$ cat src/rtl/fft_pkg.sv
// Shared types and constants for the FFT front end.
package fft_pkg;

    localparam int unsigned W           = 16;
    localparam int unsigned FFT_N       = 8;
    localparam int unsigned FFT_LAT_DEF = 2;

    typedef enum logic [2:0] {
        StIdle,
        StFill,
        StLoad,
        StStart,
        StWait
    } loader_state_t;

    typedef struct packed {
        logic [W-1:0] re;
        logic [W-1:0] im;
    } cplx_t;

endpackage

$ cat src/rtl/fft_sample_buf.sv
// Frame buffer: one write port addressed by index, all entries readable in parallel.
module fft_sample_buf #(
    parameter int unsigned W  = 16,
    parameter int unsigned N  = 8,
    parameter int unsigned IW = 3
) (
    input  logic          clk,
    input  logic          rst_n,
    input  logic          we,
    input  logic [IW-1:0] widx,
    input  logic [W-1:0]  wr_real,
    input  logic [W-1:0]  wr_imag,
    output logic [W-1:0]  ent_real [N],
    output logic [W-1:0]  ent_imag [N]
);

    always_ff @(posedge clk or negedge rst_n) begin
        if (!rst_n) begin
            for (int i = 0; i < int'(N); i++) begin
                ent_real[i] <= '0;
                ent_imag[i] <= '0;
            end
        end else if (we) begin
            ent_real[widx] <= wr_real;
            ent_imag[widx] <= wr_imag;
        end
    end

endmodule

$ cat src/rtl/fft_frame_loader.sv
// Collects 8 complex samples, presents them in parallel and sequences the FFT
// write/start strobes, then holds until the FFT reports ready.
module fft_frame_loader #(
    parameter int unsigned W       = fft_pkg::W,
    parameter int unsigned FFT_LAT = fft_pkg::FFT_LAT_DEF
) (
    input  logic          CLK,
    input  logic          RST_N,
    input  logic          s_valid,
    output logic          s_ready,
    input  logic [W-1:0]  s_real,
    input  logic [W-1:0]  s_imag,
    input  logic          s_last,
    output logic [W-1:0]  x0_real,
    output logic [W-1:0]  x0_imag,
    output logic [W-1:0]  x1_real,
    output logic [W-1:0]  x1_imag,
    output logic [W-1:0]  x2_real,
    output logic [W-1:0]  x2_imag,
    output logic [W-1:0]  x3_real,
    output logic [W-1:0]  x3_imag,
    output logic [W-1:0]  x4_real,
    output logic [W-1:0]  x4_imag,
    output logic [W-1:0]  x5_real,
    output logic [W-1:0]  x5_imag,
    output logic [W-1:0]  x6_real,
    output logic [W-1:0]  x6_imag,
    output logic [W-1:0]  x7_real,
    output logic [W-1:0]  x7_imag,
    output logic          fft_write,
    output logic          fft_start,
    input  logic          fft_ready,
    output logic          frame_done,
    output logic          frame_err,
    output logic [15:0]   frame_cnt
);

    import fft_pkg::*;

    localparam int unsigned IW = $clog2(FFT_N);
    localparam int unsigned LW = (FFT_LAT > 1) ? $clog2(FFT_LAT) : 1;
    localparam logic [IW-1:0] IDX_LAST = IW'(FFT_N - 1);

    loader_state_t state_q, state_d;
    logic [IW-1:0] idx_q;
    logic [LW-1:0] lat_q;
    logic [15:0]   frame_cnt_q;
    logic          frame_done_q;
    logic          frame_err_q;

    logic          accept;
    logic          short_beat;
    logic          wait_exit;
    logic [W-1:0]  buf_real [FFT_N];
    logic [W-1:0]  buf_imag [FFT_N];

    assign accept     = (state_q == StFill) && s_valid;
    // s_last on the final beat is ignored; earlier it aborts the frame.
    assign short_beat = accept && s_last && (idx_q != IDX_LAST);
    assign wait_exit  = (state_q == StWait) && (lat_q == '0) && fft_ready;

    always_comb begin
        state_d = state_q;
        unique case (state_q)
            StIdle:  state_d = StFill;
            StFill:  if (accept && idx_q == IDX_LAST) state_d = StLoad;
            StLoad:  state_d = StStart;
            StStart: state_d = StWait;
            StWait:  if (wait_exit) state_d = StFill;
            default: state_d = StIdle;
        endcase
    end

    always_ff @(posedge CLK or negedge RST_N) begin
        if (!RST_N) begin
            state_q      <= StIdle;
            idx_q        <= '0;
            lat_q        <= '0;
            frame_cnt_q  <= '0;
            frame_done_q <= 1'b0;
            frame_err_q  <= 1'b0;
        end else begin
            state_q      <= state_d;
            frame_done_q <= wait_exit;
            frame_err_q  <= short_beat;
            if (accept) begin
                idx_q <= short_beat ? '0 : idx_q + 1'b1;
            end else if (wait_exit) begin
                idx_q <= '0;
            end
            if (state_q == StStart) begin
                lat_q <= LW'(FFT_LAT - 1);
            end else if (state_q == StWait && lat_q != '0) begin
                lat_q <= lat_q - 1'b1;
            end
            if (wait_exit) begin
                frame_cnt_q <= frame_cnt_q + 16'd1;
            end
        end
    end

    fft_sample_buf #(
        .W  (W),
        .N  (FFT_N),
        .IW (IW)
    ) u_buf (
        .clk      (CLK),
        .rst_n    (RST_N),
        .we       (accept && !short_beat),
        .widx     (idx_q),
        .wr_real  (s_real),
        .wr_imag  (s_imag),
        .ent_real (buf_real),
        .ent_imag (buf_imag)
    );

    assign s_ready    = (state_q == StFill);
    assign fft_write  = (state_q == StLoad);
    assign fft_start  = (state_q == StStart);
    assign frame_done = frame_done_q;
    assign frame_err  = frame_err_q;
    assign frame_cnt  = frame_cnt_q;

    assign x0_real = buf_real[0];
    assign x0_imag = buf_imag[0];
    assign x1_real = buf_real[1];
    assign x1_imag = buf_imag[1];
    assign x2_real = buf_real[2];
    assign x2_imag = buf_imag[2];
    assign x3_real = buf_real[3];
    assign x3_imag = buf_imag[3];
    assign x4_real = buf_real[4];
    assign x4_imag = buf_imag[4];
    assign x5_real = buf_real[5];
    assign x5_imag = buf_imag[5];
    assign x6_real = buf_real[6];
    assign x6_imag = buf_imag[6];
    assign x7_real = buf_real[7];
    assign x7_imag = buf_imag[7];

endmodule

$ cat config.mk
export PLATFORM = sky130hd
export DESIGN_NAME = fft_frame_loader
export DESIGN_NICKNAME = d
export VERILOG_FILES = /design/src/rtl/fft_pkg.sv /design/src/rtl/fft_sample_buf.sv /design/src/rtl/fft_frame_loader.sv
export SDC_FILE = /design/constraint.sdc
export NUM_CORES = 1
export LEC_CHECK = 0
export ABC_AREA = 0
export BUFFER_PORTS_ARGS = -buffer_cell sky130_fd_sc_hd__buf_2
export CAP_MARGIN = 15
export CORE_MARGIN = 1
export CORE_UTILIZATION = 55
export DETAILED_ROUTE_END_ITERATION = 7
export PLACE_DENSITY = 0.84
export SYNTH_ARGS = -nofsm -noshare
export SYNTH_HDL_FRONTEND = slang
export SYNTH_SLANG_ARGS = --single-unit
$ cat constraint.sdc
create_clock -name CLK -period 3.52 [get_ports CLK]
set_input_delay 0.176 -clock CLK [delete_from_list [all_inputs] [get_ports CLK]]
set_output_delay 0.176 -clock CLK [all_outputs]
set_load 0.01 [all_outputs]
# Word-level counts from Yosys, hierarchy flattened
# Index checks and enable logic that the tools add are counted.
[totals] register_bits=281 input_bits=37 output_inout_bits=277 elab_cells=63
[op_classes] addsub=3 order_cmp=2 eq_ne=8 n_mux=12 bitwise_logic=2 n_reduce_logical=14
[ops] operator="bitwise mux 128 bit" count=2
[ops] operator="demux 16 bit (select 3 bit)" count=1
[ops] operator="adder 16 x 1 -> 16 bit, second input constant" count=1
[ops] operator="two-way mux 16 bit" count=1
[ops] operator="two-way mux 3 bit" count=5
[ops] operator="one-hot mux 3 bit (5 select lines)" count=1
[ops] operator="logical AND 1 bit" count=9
[ops] operator="== test 3 x 2 -> 1 bit, second input constant" count=2
[ops] operator="== test 3 bit, second input constant" count=2
[ops] operator=">= comparator 4 bit, second input constant" count=1
[ops] operator="less-than comparator 4 x 1 -> 1 bit, second input constant" count=1
[ops] operator="inverter 3 -> 4 bit" count=1
[ops] operator="nonzero test 2 bit" count=2
[ops] operator="adder 3 x 1 -> 3 bit, second input constant" count=1
[ops] operator="== test 3 x 1 -> 1 bit, second input constant" count=1
[ops] operator="zero test 3 bit" count=1
[ops] operator="!= test 3 bit, second input constant" count=1
[ops] operator="two-way mux 1 bit" count=2
[ops] operator="!= test 2 x 1 -> 1 bit, second input constant" count=1
[ops] operator="!= test 2 bit, second input constant" count=1
[ops] operator="AND reduction 2 bit" count=1
[ops] operator="zero test 1 bit" count=1
[ops] operator="inverter 1 bit" count=1
[ops] operator="subtractor 1 bit, second input constant" count=1

# Depth between registers and ports, before layout
[depth] ltp_word=6 mapped_depth=8 mapped_depth_nobuf=6

# Modules after synthesis
# A second synthesis with hierarchy kept.
[hier_totals] cells_unflattened=655 area_unflattened_um2=10801.6
[by_module_without_submodules] module="fft_sample_buf" instances=1 cells_each=551 area_per_inst_um2=9605.5 seq_area_each_um2=6406.1
[by_module_without_submodules] module="fft_frame_loader" instances=1 cells_each=104 area_per_inst_um2=1196.1 seq_area_each_um2=625.6

# Worst setup path before layout
# No wires, ideal clock.
[synth_timing] path_kind="register to register" start="register idx_q[0]" end="register u_buf.ent_imag[96] in the netlist's numbering" setup_time_ps=125 arrival_time_ps=1913 path_slack_ps=1483 stages_incl_launch_ff=9 n_path_buf=2 synth_period_minus_slack_ps=2037 path_cell_list="dfrtp_1 > ha_1 > ha_1 > nand2b_1 > and3_1 > buf_4 > nand2_2 > buf_6 > mux2_2"
[synth_between] elab_chain_len=6 word_cells_on_any_way=11 cone_classes="2 x order compare; 1 x eq/ne; 3 x mux; 1 x bitwise; 4 x reduce/logical"
[synth_lines] element="start: declaration" line="fft_frame_loader.sv:45" source="logic [IW-1:0] idx_q;"
[synth_lines] element="start signal: assignment" line="fft_frame_loader.sv:87" source="idx_q <= short_beat ? '0 : idx_q + 1'b1;"
[synth_lines] element="inverter 3 -> 4 bit (implied by the code)" line="fft_sample_buf.sv:25" source="ent_imag[widx] <= wr_imag;"
[synth_lines] element=">= comparator 4 bit (implied by the code) or less-than comparator 4 x 1 -> 1 bit (tied branches)" line="fft_sample_buf.sv:25"
[synth_lines] element="logical AND 1 bit (implied by the code)" line="fft_sample_buf.sv:25"
[synth_lines] element="two-way mux 16 bit (implied by the code)" line="fft_sample_buf.sv:25"
[synth_lines] element="demux 16 bit (select 3 bit)" line="fft_sample_buf.sv:25"
[synth_lines] element="bitwise mux 128 bit" line="fft_sample_buf.sv:25"
[synth_lines] element="end signal: indexed assignment" line="fft_sample_buf.sv:25"
[synth_lines] element="end: declaration" line="fft_sample_buf.sv:14" source="output logic [W-1:0] ent_imag [N]"
# Several ways; a longest one is shown, not always the timed one.
# A chain may end at the register's enable or synchronous reset.

# Final worst setup path
[layout_timing] start="register idx_q[1]" end="register u_buf.ent_imag[64] in the netlist's numbering"
# The elaborated chain is that of the path after synthesis.

==> flow_metrics.py <==
metrics = {
    "critical_path": {
        "crit_fanout": 32,
        "critPathKind": "flop to flop",
        "r2r_slack_ns": 0.59,
        "path_cells": "ha_1 -> ha_1 -> nand2b_1 -> and3_1 -> nand3b_4 -> mux2_1",
        "arrival_ns": 3.32,
        "cpMaxStageDelayCell": "dfrtp_1",
        "worst_setup_path_end_kind": "flop",
        "critPathMaxStageDelay_ns": 0.68,
        "start_kind": "flop",
        "cp_common_cell": "ha_1",
        "cp.required_ns": 3.92,
    },
    "route": {
        "drt_wl_total_um": 25700,
        "drc": 0,
        "post_drt_wl_per_cell_um": 20.0,
        "drt_iter0_markers": 253,
        "vias": 6809,
        "viasPerCell": 5.31,
        "drtAntennaViolNets": 0,
        "first_pass_iters": 4,
    },
    "min_path": {
        "hp-class": "input pin to flop",
    },
    "clocking": {
        "ctsResizeCount": 0,
        "cts_post_setup_buffers_inserted": 0,
        "tritoncts": "yes",
        "cts_buffer_depth": 3,
        "clk_pin_slew_ns": 0.06,
        "cts_buffers": 27,
        "cts.sinks": 281,
        "root_buffer": "clkbuf_16",
        "h-tree-depth": 1,
        "worstSkewPairLatency_ns": 0.53,
    },
    "timing": {
        "setup_viol": 0,
        "finalWorstSetupSlack_ns": 0.592,
        "clock.fmax_mhz": 342,
        "fin_tns_setup_ns": 0,
        "tightest_slew_ns": 0.898,
        "hold_violations": 0,
        "min_period_ns": 2.93,
        "post-route-period-util_pct": 83.2,
        "slew_violations": 0,
        "rsz0062_at_grt": "false",
        "skew_ns": 0.0188,
        "max_slew_margin_pct": 40.1,
    },
    "placed_design": {
        "gp_congestion": 0.777,
        "io_buffers": 313,
        "hpwl_um": 16800,
        "pre_cts_ws_ns": 0.594,
    },
    "grt": {
        "grt_pass1_vias": 7152,
        "grt_overflow": 0,
        "grt_max_degree": 122,
        "grt_usage_pct": 25.3,
        "antenna_found_initial": 0,
        "grt_pass1_wl_um": 39300,
    },
    "die": {
        "die_w_um": 142,
        "dieArea_um2": 20300,
        "die_h_um": 142,
        "core_area_um2": 19400,
        "ioPinCount": 314,
        "start_util_pct": 55.9,
        "rows": 51,
    },
    "pwr": {
        "total_power_mw": 9.35,
        "ir_drop_mv": 0.549,
        "cellLeakagePower_nw": 7.41,
        "power.density_nw_per_um2": 682,
    },
    "logic_synthesis": {
        "yosys_warnings": 0,
        "ys_seq_area_share_pct": 64.8,
        "synth_area_per_cell_um2": 16.7,
        "ys_types": 37,
        "syn-instance-count": 651,
        "yosys_register_bits": 281,
        "synth_edf_count": 0,
        "synthFlopType": "dfrtp_1",
        "async_flop_share_pct": 100,
        "synth_nets": 691,
        "syn_area_um2": 10800,
    },
    "finish": {
        "antenna_cells": 0,
        "drive_gt1_share_pct": 58.6,
        "final_nets": 1040,
        "final_cell_mix": "buf_2 (312), dfrtp_1 (281), mux2_2 (216)",
        "syn_to_final_growth_pct": 26.4,
        "final_common_cell": "buf_2",
        "num-fill-cells": 1352,
    },
    "run": {
        "cap_violations": 0,
    },
    "outcome": {
        "outcome": "finished, final reports clean",
    },
}
-- kinds of logic after synthesis --
group,share of synthesized area (%)
compound gates,0.588
xor+xnor,1.21
fa+ha+maj,0.346
buf+inv,2.58
flops,64.8
mux,26.9
simple gates,3.56
-- registers in the layout, indices dropped and copies added, names as in the netlist --
register	flops
frame_cnt	16
idx_q	3
frame_err	1
state_q	3
frame_done	1
lat_q	1
u_buf.ent_real	128
u_buf.ent_imag	128
-- per-layer routing --
| metal | routed length (um) | GRT usage [%] |
|---|---|---|
| met2 | 12600 | 42.6 |
| met1 | 10600 | 32.4 |
| met4 | 408 | 5.83 |
| met5 | 0 | 0 |
| met3 | 2160 | 7.17 |
-- per-stage QoR --
step                      cell area, um^2  cells  util, %  hold slack (ns)
after floorplan                     10800    651        -           -0.120
after global placement              12600   1210     65.1            0.332
after detailed placement            12600   1210     65.1            0.336
after CTS                           13700   1283     70.7          0.00161
after global routing                13700   1283     70.7           0.0210
final                               13700   1283     70.7           0.0158
-- report_power, final --
group / total [mW] / switching [mW] / internal (mW)
logic: 2.25 / 1.12 / 1.14
clock network: 2.69 / 1.15 / 1.54
registers: 4.41 / 0.403 / 4.00
total: 9.35 / 2.67 / 6.68
-- critical path, delay by kind of cell (launching register included) --
family	cells	cell delay, ns
AND/OR/NAND/NOR	3	1.14
adder cells (fa/ha/maj)	2	0.45
multiplexers	1	0.51
flip-flops	1	0.68
-- final timing paths --
kind                                     from             endpoint  cells after the start
setup / recovery                     idx_q[1]   u_buf.ent_imag[64]                      6
setup reg to reg                     idx_q[1]   u_buf.ent_imag[64]                      6
min in group asynchronous               RST_N   u_buf.ent_real[29]                      2
max in group asynchronous               RST_N  u_buf.ent_imag[107]                      3
hold / removal                      s_real[2]   u_buf.ent_real[34]                      2
hold reg to reg            u_buf.ent_imag[41]   u_buf.ent_imag[41]                      1
-- cell usage after synthesis (all sizes together) (2+ instances only) --
| cell | count | share of area [%] |
|---|---|---|
| nor3b | 3 | 0.42 |
| and3b | 2 | 0.16 |
| dfrtp | 281 | 65 |
| nand4 | 4 | 0.23 |
| a21oi | 4 | 0.18 |
| nor2 | 10 | 0.35 |
| o21ai | 2 | 0.092 |
| xor2 | 7 | 0.57 |
| nand3b | 3 | 0.55 |
| nand2 | 8 | 0.30 |
| nor3 | 2 | 0.14 |
| mux2 | 257 | 27 |
| and2 | 2 | 0.12 |
| nand2b | 4 | 0.23 |
| ha | 3 | 0.35 |
| nand3 | 5 | 0.35 |
| inv | 2 | 0.069 |
| and3 | 3 | 0.17 |
| buf | 30 | 2.5 |
| xnor2 | 8 | 0.65 |
| and4 | 2 | 0.16 |
| a22o | 2 | 0.16 |
-- final cells by class --
type	count	area, um^2	area share, %
clock buffer	43	796	5.80
multi-input combinational	337	3550	25.9
timing repair buffer	351	1980	14.4
tap	265	332	2.42
clock inverter	4	23.8	0.173
inverter	2	7.51	0.0547
sequential	281	7030	51.3
-- timing repair --
item,in CTS,in global routing
setup endpoints to repair,0,0
hold buffers,26,0
hold endpoints to repair,252,0
Note: power is estimated with default switching activity, not from simulation.
